<file path="config.mk">
export PLATFORM = sky130hd
export DESIGN_NAME = instr_stream_encoder
export DESIGN_NICKNAME = d
export VERILOG_FILES = /design/src/rtl/instr_enc_pkg.sv /design/src/rtl/instr_field_packer.sv /design/src/rtl/instr_stream_encoder.sv
export SDC_FILE = /design/constraint.sdc
export NUM_CORES = 1
export LEC_CHECK = 0
export ABC_AREA = 1
export BUFFER_PORTS_ARGS = -buffer_cell sky130_fd_sc_hd__clkbuf_2
export CORE_MARGIN = 1.5
export CORE_UTILIZATION = 28
export CTS_CLUSTER_DIAMETER = 120
export CTS_CLUSTER_SIZE = 28
export DETAILED_ROUTE_END_ITERATION = 8
export GPL_ROUTABILITY_DRIVEN = 0
export SLEW_MARGIN = 20
export SYNTH_ARGS = -nofsm -noshare
export SYNTH_HDL_FRONTEND = slang
export SYNTH_SLANG_ARGS = --single-unit
</file>
<file path="constraint.sdc">
create_clock -name clk -period 1.57 [get_ports clk]
set_input_delay 0.0785 -clock clk [delete_from_list [all_inputs] [get_ports clk]]
set_output_delay 0.0785 -clock clk [all_outputs]
set_load 0.02 [all_outputs]
</file>
<file path="src/rtl/instr_enc_pkg.sv">
// Shared definitions for the RV32I instruction stream encoder:
// instruction classes, opcodes, FSM states and an immediate range helper.
package instr_enc_pkg;

  typedef enum logic [3:0] {
    CLS_LOAD  = 4'd0,
    CLS_STORE = 4'd1,
    CLS_RTYPE = 4'd2,
    CLS_BTYPE = 4'd3,
    CLS_ITYPE = 4'd4,
    CLS_JAL   = 4'd5,
    CLS_JALR  = 4'd6,
    CLS_LUI   = 4'd7,
    CLS_AUIPC = 4'd8,
    CLS_NOP   = 4'd9
  } instr_class_e;

  localparam logic [6:0] OP_LOAD  = 7'b0000011;
  localparam logic [6:0] OP_STORE = 7'b0100011;
  localparam logic [6:0] OP_RTYPE = 7'b0110011;
  localparam logic [6:0] OP_BTYPE = 7'b1100011;
  localparam logic [6:0] OP_ITYPE = 7'b0010011;
  localparam logic [6:0] OP_JAL   = 7'b1101111;
  localparam logic [6:0] OP_JALR  = 7'b1100111;
  localparam logic [6:0] OP_LUI   = 7'b0110111;
  localparam logic [6:0] OP_AUIPC = 7'b0010111;

  localparam logic [31:0] NOP_WORD = 32'h0000_0013;

  typedef enum logic [2:0] {
    ST_IDLE,
    ST_ACCEPT,
    ST_DRAIN,
    ST_DONE,
    ST_FULL
  } enc_state_e;

  // True when v is representable as a two's-complement number of 'bits' bits:
  // everything from the sign bit upward must be all zeros or all ones.
  function automatic logic fits_signed(input logic [31:0] v, input int bits);
    logic [31:0] hi;
    hi = 32'($signed(v) >>> (bits - 1));
    return (hi == '0) || (hi == '1);
  endfunction

endpackage

</file>
<file path="src/rtl/instr_field_packer.sv">
// Combinational packer: instruction class plus register/immediate fields
// to a 32-bit RV32I word, with an immediate range/alignment error flag.
module instr_field_packer
  import instr_enc_pkg::*;
(
  input  logic [3:0]  class_i,
  input  logic [4:0]  rd_i,
  input  logic [4:0]  rs1_i,
  input  logic [4:0]  rs2_i,
  input  logic [2:0]  funct3_i,
  input  logic [6:0]  funct7_i,
  input  logic [31:0] imm_i,
  output logic [31:0] word_o,
  output logic        range_err_o
);

  // NOTE: every output gets a default before the case so no path leaves it
  // unassigned, which would otherwise infer a latch.
  always_comb begin
    word_o      = '0;
    range_err_o = 1'b0;
    case (instr_class_e'(class_i))
      CLS_LOAD: begin
        word_o      = {imm_i[11:0], rs1_i, funct3_i, rd_i, OP_LOAD};
        range_err_o = !fits_signed(imm_i, 12);
      end
      CLS_STORE: begin
        word_o      = {imm_i[11:5], rs2_i, rs1_i, funct3_i, imm_i[4:0], OP_STORE};
        range_err_o = !fits_signed(imm_i, 12);
      end
      CLS_RTYPE: begin
        word_o = {funct7_i, rs2_i, rs1_i, funct3_i, rd_i, OP_RTYPE};
      end
      CLS_BTYPE: begin
        word_o      = {imm_i[12], imm_i[10:5], rs2_i, rs1_i, funct3_i,
                       imm_i[4:1], imm_i[11], OP_BTYPE};
        range_err_o = !fits_signed(imm_i, 13) || imm_i[0];
      end
      CLS_ITYPE: begin
        word_o      = {imm_i[11:0], rs1_i, funct3_i, rd_i, OP_ITYPE};
        range_err_o = !fits_signed(imm_i, 12);
      end
      CLS_JAL: begin
        word_o      = {imm_i[20], imm_i[10:1], imm_i[11], imm_i[19:12], rd_i, OP_JAL};
        range_err_o = !fits_signed(imm_i, 21) || imm_i[0];
      end
      CLS_JALR: begin
        word_o      = {imm_i[11:0], rs1_i, 3'b000, rd_i, OP_JALR};
        range_err_o = !fits_signed(imm_i, 12);
      end
      CLS_LUI: begin
        word_o = {imm_i[31:12], rd_i, OP_LUI};
      end
      CLS_AUIPC: begin
        word_o = {imm_i[31:12], rd_i, OP_AUIPC};
      end
      CLS_NOP: begin
        word_o = NOP_WORD;
      end
      default: begin
        word_o      = '0;
        range_err_o = 1'b1;
      end
    endcase
  end

endmodule

</file>
<file path="src/rtl/instr_stream_encoder.sv">
// Streams field-level instruction requests into instruction memory at
// consecutive word addresses, one registered write per accepted request.
module instr_stream_encoder
  import instr_enc_pkg::*;
#(
  parameter int                    ADDR_WIDTH = 32,
  parameter logic [ADDR_WIDTH-1:0] ADDR_LIMIT = ADDR_WIDTH'(32'h0000_0FFC)
) (
  input  logic                  clk,
  input  logic                  rst,
  input  logic                  start,
  input  logic [ADDR_WIDTH-1:0] base_addr,
  input  logic                  in_valid,
  output logic                  in_ready,
  input  logic [3:0]            in_class,
  input  logic [4:0]            in_rd,
  input  logic [4:0]            in_rs1,
  input  logic [4:0]            in_rs2,
  input  logic [2:0]            in_funct3,
  input  logic [6:0]            in_funct7,
  input  logic [31:0]           in_imm,
  input  logic                  in_last,
  output logic                  mem_we,
  input  logic                  mem_ready,
  output logic [ADDR_WIDTH-1:0] mem_addr,
  output logic [31:0]           mem_wdata,
  output logic [ADDR_WIDTH-1:0] count,
  output logic                  done,
  output logic                  err
);

  enc_state_e            state_q, state_d;
  logic                  mem_we_q, mem_we_d;
  logic [ADDR_WIDTH-1:0] addr_q, addr_d;
  logic [ADDR_WIDTH-1:0] count_q, count_d;
  logic [31:0]           wdata_q, wdata_d;
  logic                  err_q, err_d;

  logic [31:0] packed_word;
  logic        range_err;
  logic        accept;
  logic        write_done;
  logic        room_now;
  logic        room_next;

  instr_field_packer u_packer (
    .class_i     (in_class),
    .rd_i        (in_rd),
    .rs1_i       (in_rs1),
    .rs2_i       (in_rs2),
    .funct3_i    (in_funct3),
    .funct7_i    (in_funct7),
    .imm_i       (in_imm),
    .word_o      (packed_word),
    .range_err_o (range_err)
  );

  // addr_q is where the pending (or next) word lands; a new request is only
  // taken if the word it produces still falls at or below ADDR_LIMIT.
  assign room_now   = (addr_q <= ADDR_LIMIT);
  assign room_next  = (addr_q <  ADDR_LIMIT);
  assign write_done = mem_we_q & mem_ready;
  assign in_ready   = (state_q == ST_ACCEPT) &
                      (mem_we_q ? (mem_ready & room_next) : room_now);
  assign accept     = in_valid & in_ready;

  always_comb begin
    state_d  = state_q;
    mem_we_d = mem_we_q;
    addr_d   = addr_q;
    count_d  = count_q;
    wdata_d  = wdata_q;
    err_d    = err_q;

    if (write_done) begin
      mem_we_d = 1'b0;
      addr_d   = addr_q + ADDR_WIDTH'(4);
      count_d  = count_q + ADDR_WIDTH'(1);
    end

    if (accept) begin
      mem_we_d = 1'b1;
      wdata_d  = packed_word;
      if (range_err) err_d = 1'b1;
    end

    case (state_q)
      ST_IDLE, ST_DONE, ST_FULL: begin
        if (start) begin
          state_d = ST_ACCEPT;
          addr_d  = {base_addr[ADDR_WIDTH-1:2], 2'b00};
          count_d = '0;
          err_d   = 1'b0;
        end
      end
      ST_ACCEPT: begin
        if (accept && in_last) begin
          state_d = ST_DRAIN;
        end else if ((write_done && !room_next) || (!mem_we_q && !room_now)) begin
          state_d = ST_FULL;
          err_d   = 1'b1;
        end
      end
      ST_DRAIN: begin
        if (write_done) state_d = ST_DONE;
      end
      default: state_d = ST_IDLE;
    endcase
  end

  // NOTE: reset is synchronous, and all state uses non-blocking assignments
  // so every register samples the pre-edge value of every other register.
  always_ff @(posedge clk) begin
    if (rst) begin
      state_q  <= ST_IDLE;
      mem_we_q <= 1'b0;
      addr_q   <= '0;
      count_q  <= '0;
      wdata_q  <= '0;
      err_q    <= 1'b0;
    end else begin
      state_q  <= state_d;
      mem_we_q <= mem_we_d;
      addr_q   <= addr_d;
      count_q  <= count_d;
      wdata_q  <= wdata_d;
      err_q    <= err_d;
    end
  end

  assign mem_we    = mem_we_q;
  assign mem_addr  = addr_q;
  assign mem_wdata = wdata_q;
  assign count     = count_q;
  assign done      = (state_q == ST_DONE);
  assign err       = err_q;

endmodule

</file>
==> Word level (Yosys, flattened, before mapping) <==
Cells that the tools add are included.
{ "word_totals": {"regBits": 101, "latchBits": 0, "mem_bits_rw": 0, "romBits": 0, "in_bits": 99, "out_inout_bits": 100, "mem_count": 0} }
{ "classes": {"n_addsub": 2, "multipliers": 0, "div_mod_pow": 0, "n_lt_le_gt_ge": 2, "eq_ne": 19, "shift": 0, "n_mux": 22, "bitwise_logic": 4, "n_reduce_logical": 25} }
{ "op_table": {"columns": ["operator", "n"], "rows": [
  ["$pmux W32 S10", 1],
  ["$mux W32", 6],
  ["$eq A32 B32 Y1 const B", 3],
  ["$logic_not A32 Y1", 3],
  ["$add A32 B1 Y32 const B", 1],
  ["$add A32 B3 Y32 const B", 1],
  ["$le A32 B12 Y1 const B", 1],
  ["$lt A32 B12 Y1 const B", 1],
  ["$eq A4 B3 Y1 const B", 4],
  ["$mux W3", 4],
  ["$pmux W3 S3", 1],
  ["$eq A4 B2 Y1 const B", 2],
  ["$eq A4 B4 Y1 const B", 2],
  ["$mux W1", 8],
  ["$reduce_or A4 Y1", 2],
  ["$eq A3 B2 Y1 const B", 2],
  ["$logic_not A1 Y1", 6],
  ["$logic_or A1 B1 Y1", 6],
  ["$and A1 B1 Y1", 4],
  ["$eq A4 B1 Y1 const B", 1],
  ["$logic_not A4 Y1", 1],
  ["$ne A2 B2 Y1 const B", 2],
  ["$pmux W1 S4", 1],
  ["$eq A3 B1 Y1 const B", 1],
  ["other kinds (8)", 10]
]} }

==> Longest topological paths before layout <==
{ "depth": {"ltp_word": 10, "depth_mapped": 15} }

==> Hierarchy <==
From an unflattened synthesis, not the netlist that was laid out.
{ "unflattened": {"cells_unflattened": 891, "hier_area_um2": 5848.1} }
{ "by_module_without_submodules": {"columns": ["mod", "instances", "cells_per_inst", "area_per_inst_um2", "seq_area_each_um2"], "rows": [
  ["instr_stream_encoder", 1, 699, 4994.8, 1981.9],
  ["instr_field_packer", 1, 192, 853.3, 0.0]
]} }

==> Least setup slack after synthesis <==
OpenSTA, ideal clock, no wires.
{ "synth_path": {"kind": "reg2reg", "from": "register addr_q[8] (netlist: mem_addr[8])", "to": "register wdata_q[5] (netlist: mem_wdata[5])", "arrival_ps": 1955, "t_required_ps": 1454, "slack_ps": -501, "path_stages_with_launch": 13, "cell_sequence": "dfxtp_1 -> nand2_1 -> nor2_2 -> nand2_1 -> nor2_1 -> nand3_1 -> nand3_1 -> nand2_1 -> nor2_2 -> nand2_1 -> buf_2 -> a21oi_1 -> nor2_1"} }
{ "synth_between": {"elab_chain_cells": 5, "elab_cells_between_ends": 6} }
{ "synth_rtl": {"columns": ["item", "line", "text"], "rows": [
  ["from (decl)", "instr_stream_encoder.sv:34", "logic [ADDR_WIDTH-1:0] addr_q, addr_d;"],
  ["from (signal assigned)", "instr_stream_encoder.sv:124", "addr_q <= addr_d;"],
  ["$lt A32 B12 Y1", "instr_stream_encoder.sv:61", "assign room_next = (addr_q < ADDR_LIMIT);"],
  ["$and A1 B1 Y1", "instr_stream_encoder.sv:64", "(mem_we_q ? (mem_ready & room_next) : room_now);"],
  ["$mux W1 *", "instr_stream_encoder.sv:64", null],
  ["$and A1 B1 Y1 *", "instr_stream_encoder.sv:63", "assign in_ready = (state_q == ST_ACCEPT) &"],
  ["named net in_ready", "instr_stream_encoder.sv:14", "output logic in_ready,"],
  ["$and A1 B1 Y1 *", "instr_stream_encoder.sv:65", "assign accept = in_valid & in_ready;"],
  ["to (signal assigned)", "instr_stream_encoder.sv:126", "wdata_q <= wdata_d;"],
  ["to (decl)", "instr_stream_encoder.sv:36", "logic [31:0] wdata_q, wdata_d;"]
]} }
The timed path passes the listed nets; every way through them passes the cells marked *.
A chain may end at the register's enable or synchronous reset.

==> Worst setup path after layout <==
{ "layout_path": {"from": "register addr_q[3] (netlist: mem_addr[3])", "to": "register wdata_q[24] (netlist: mem_wdata[24])"} }
{ "layout_between": {"elab_chain_cells": 5, "elab_cells_between_ends": 6} }
{ "layout_rtl": {"columns": ["item", "line"], "rows": [
  ["$lt A32 B12 Y1", "instr_stream_encoder.sv:61"],
  ["$and A1 B1 Y1", "instr_stream_encoder.sv:64"],
  ["$mux W1 *", "instr_stream_encoder.sv:64"],
  ["$and A1 B1 Y1 *", "instr_stream_encoder.sv:63"],
  ["$and A1 B1 Y1 *", "instr_stream_encoder.sv:65"]
]} }
Every way passes the cells marked *; elsewhere a longest branch is shown, timed or not.

==> metrics.txt <==
clock buffer depth=2; fraction of met2 tracks used by global routing=0.319; H-tree lvl count=3; number of flip-flops and latches in the synthesized netlist=98; clock tree from TritonCTS=yes; number of slew-limit violations in the final report=0; worst vdd ir=0.475 mV; beginning of the critical path=mem_addr[3]; top cells by area, synth=sky130_fd_sc_hd__dfxtp_1 (35%), sky130_fd_sc_hd__nand2_1 (15%), sky130_fd_sc_hd__inv_1 (6.5%); Post-layout nets=1,310; Routed wire per std cell=14.3 µm; post-detailed-route count of antenna-violating nets=0; final critical delay including setup and external delays=1.92 ns; distinct cell type count after synthesis=49; worst path arrival time=2.20 ns; number of antenna violations at the first check in global routing=0; smallest hold slack=0.0117 ns; layout overhead on the synthesized area=69.3%; Commonest cells post-synth=sky130_fd_sc_hd__nand2_1 (223), sky130_fd_sc_hd__dfxtp_1 (98), sky130_fd_sc_hd__inv_1 (98); total clock buffers created by CTS=9; Finished Layout Cells=1,477; top-count cell post-synth=sky130_fd_sc_hd__nand2_1; filler instances=1,963; maxcap violations=0; commonest register cell after synthesis=sky130_fd_sc_hd__dfxtp_1; Worst Hold Launch=base_addr[10]; number of endpoints failing setup at the final stage=72; met1 usage=0.241; cell row count=51; layer with the highest usage after global routing=met2; post-detailed-route DRC marker count=0; number of warnings reported in the yosys synthesis log=0; share of the synthesized area in the top cell type=0.347; fraction of layout instances using a drive strength above 1=0.475; pin count of the biggest net entering global routing=36; Worst R2R Start=mem_addr[3]; top fanout value on the critical path=8; aggregate global routing overflow=0; syn avg cell area=6.67 µm²; largest area contributor in the netlist=sky130_fd_sc_hd__dfxtp_1; post-placement cell count=1,419; HPWL reported at the end of detailed placement=15.4 mm; Starting Density=0.287; number of enable flip-flop cells after synthesis=0; violated checks=setup timing; endpoint kind of the worst setup timing path=register; category of the critical setup timing path=reg -> reg; IO Pins=199; Pre-antenna DRT Iters=4; Die Wd=145 µm; slowest stage cell, crit path=sky130_fd_sc_hd__dfxtp_4; cell-by-cell listing of the critical path=ha_4 -> nand3_4 -> nor2_4 -> nand2_1 -> nand2_2 -> nor2_4 -> a21oi_4 -> nand3b_1 -> nor2_4 -> buf_12 -> buf_12 -> nand2_1 -> a21oi_2; overall die area=21,000 µm²; aggregate routed wire length=21.1 mm; portion of the clock cycle consumed by the worst path in the final layout=1.22; Overall Global Routing Usage=0.191; total power divided by cell area=949 nW/µm²; Global Route met3 Usage=0.0431; area of the mapped netlist=5650 µm²; Core Footprint=19,700 µm²; Iteration-0 DRC Markers=305; power consumption=9.08 mW; vias in the first global route=6,646; CP peak stage delay=0.37 ns; proportion of synthesized chip area in sequential cells=0.347; setup slack of the critical path after layout=-0.349 ns; unrepaired setup endpoints after global routing=yes; number of cells produced by synthesis=847; startpoint types=register; final clock skew=0.0108 ns; global-route wire length before repair=32.8 mm; number of antenna diodes=0; Die Y-Extent=145 µm; fmax=0.521 GHz; Clock Root Buffer=sky130_fd_sc_hd__clkbuf_16; insertion delay to the later sink of the worst-skew pair=0.35 ns; worst hold path class=in -> reg; detailed-route vias per instance=4.63; Clock transition at path regs=0.07 ns; Buffers on Ports=194; run status=finished with violations; vias after detailed routing=6,838; final hold viol count=0; cell mode on critical path=sky130_fd_sc_hd__nor2_4; required time reported for the critical path endpoint=1.85 ns; post-synthesis async set-or-reset flop share=0; CTS sink count=98; Leakage=4.57 nW
==> timing repair <==
item                                    CTS  global route
hold buffers                              7             0
endpoints found under the hold margin     7             0
gates cloned                              1             3
endpoints found under the setup margin   71            89
pin swaps                                29            60
gates resized for setup                  76           110
setup buffers                            20            12
==> per-stage QoR <==
stage | TNS [ns] | area, µm² | worst slack (ns) | utilization
detailed placement | -12.96 | 8200 | -0.280 | 0.417
global placement | -12.14 | 8200 | -0.294 | 0.417
global route | -23.29 | 9560 | -0.471 | 0.487
finish | -15.65 | 9560 | -0.349 | 0.487
CTS | -13.51 | 9000 | -0.347 | 0.458
floorplan | -4.90 | 5930 | -0.155 | -
==> layout make-up <==
cell class / count / area [µm²] / share of cell area
flip-flops and latches: 98 / 2030 / 0.213
multi-input cells: 621 / 3930 / 0.411
clock buffers: 13 / 240 / 0.0251
well taps: 265 / 332 / 0.0347
inverters: 103 / 409 / 0.0428
clock inverters: 2 / 13.8 / 0.00144
repair buffers: 375 / 2610 / 0.272
==> power breakdown <==
group	internal (mW)	switching, mW	leakage (nW)
logic	1.62	2.24	3.64
registers	2.87	0.272	0.812
clock network	1.07	0.995	0.120
total	5.57	3.51	4.57
==> routing by layer <==
| layer | up-vias | part of all wire |
|---|---|---|
| met3 | 27 | 0.059 |
| met2 | 205 | 0.48 |
| met1 | 3140 | 0.44 |
| met5 | - | 0 |
| li1 | 3466 | - |
| met4 | 0 | 0.020 |
==> path summary, 6_finish.rpt <==
kind | end | slack (ns) | cells after the start
hold reg to reg | mem_wdata[9] | 0.46 | 2
hold / removal | mem_addr[10] | 0.01 | 3
setup reg to reg | mem_wdata[24] | -0.35 | 13
setup / recovery | mem_wdata[24] | -0.35 | 13
==> cell usage in the layout (no fill, tap or decap), types with 4 or more instances in the layout <==
master / n
sky130_fd_sc_hd__o21ai_1: 18
sky130_fd_sc_hd__dfxtp_2: 18
sky130_fd_sc_hd__o21ai_2: 7
sky130_fd_sc_hd__inv_1: 90
sky130_fd_sc_hd__nor3_4: 9
sky130_fd_sc_hd__dfxtp_4: 13
sky130_fd_sc_hd__nor2_4: 21
sky130_fd_sc_hd__clkbuf_16: 11
sky130_fd_sc_hd__clkbuf_1: 4
sky130_fd_sc_hd__nand3_4: 6
sky130_fd_sc_hd__nand3_2: 11
sky130_fd_sc_hd__o21ai_0: 40
sky130_fd_sc_hd__inv_2: 8
sky130_fd_sc_hd__nor3_2: 4
sky130_fd_sc_hd__nand4_1: 18
sky130_fd_sc_hd__nand2_2: 29
sky130_fd_sc_hd__nor2_1: 53
sky130_fd_sc_hd__dlygate4sd3_1: 7
sky130_fd_sc_hd__nand2_4: 7
sky130_fd_sc_hd__a21oi_1: 43
sky130_fd_sc_hd__nand3_1: 24
sky130_fd_sc_hd__xnor2_1: 16
sky130_fd_sc_hd__buf_6: 18
sky130_fd_sc_hd__a21oi_2: 15
sky130_fd_sc_hd__nor4_4: 4
sky130_fd_sc_hd__buf_4: 143
sky130_fd_sc_hd__nor2_2: 17
sky130_fd_sc_hd__buf_12: 10
sky130_fd_sc_hd__dfxtp_1: 67
sky130_fd_sc_hd__nor3_1: 16
sky130_fd_sc_hd__clkbuf_2: 193
sky130_fd_sc_hd__o211ai_1: 6
sky130_fd_sc_hd__xor2_1: 19
sky130_fd_sc_hd__nand2_1: 192
==> worst max-delay path: cells and delay by family, from the launching register on <==
| family | cells | cell delay [ns] |
|---|---|---|
| flip-flops | 1 | 0.37 |
| adder cells (fa/ha/maj) | 1 | 0.17 |
| buffers and inverters | 2 | 0.26 |
| AO/OA/AOI/OAI | 2 | 0.20 |
| AND/OR/NAND/NOR | 8 | 0.83 |
==> sequential cells by signal (all words and copies together), names as in the netlist <==
signal     cells
count         32
err            1
mem_addr      30
mem_wdata     31
mem_we         1
state_q        3
==> cell families (layout without fill, tap and decap cells) <==
kind of cell    count (synthesis)  in the layout  share of synthesized area
compound gates                148            148                      0.142
xor+xnor                       39             39                     0.0605
fa+ha+maj                       3              3                    0.00665
buf+inv                       129            493                     0.0910
flops                          98             98                      0.347
other cells                     1              2                   0.000664
simple gates                  429            429                      0.352
No activity file was read; power rests on OpenSTA's default activity.
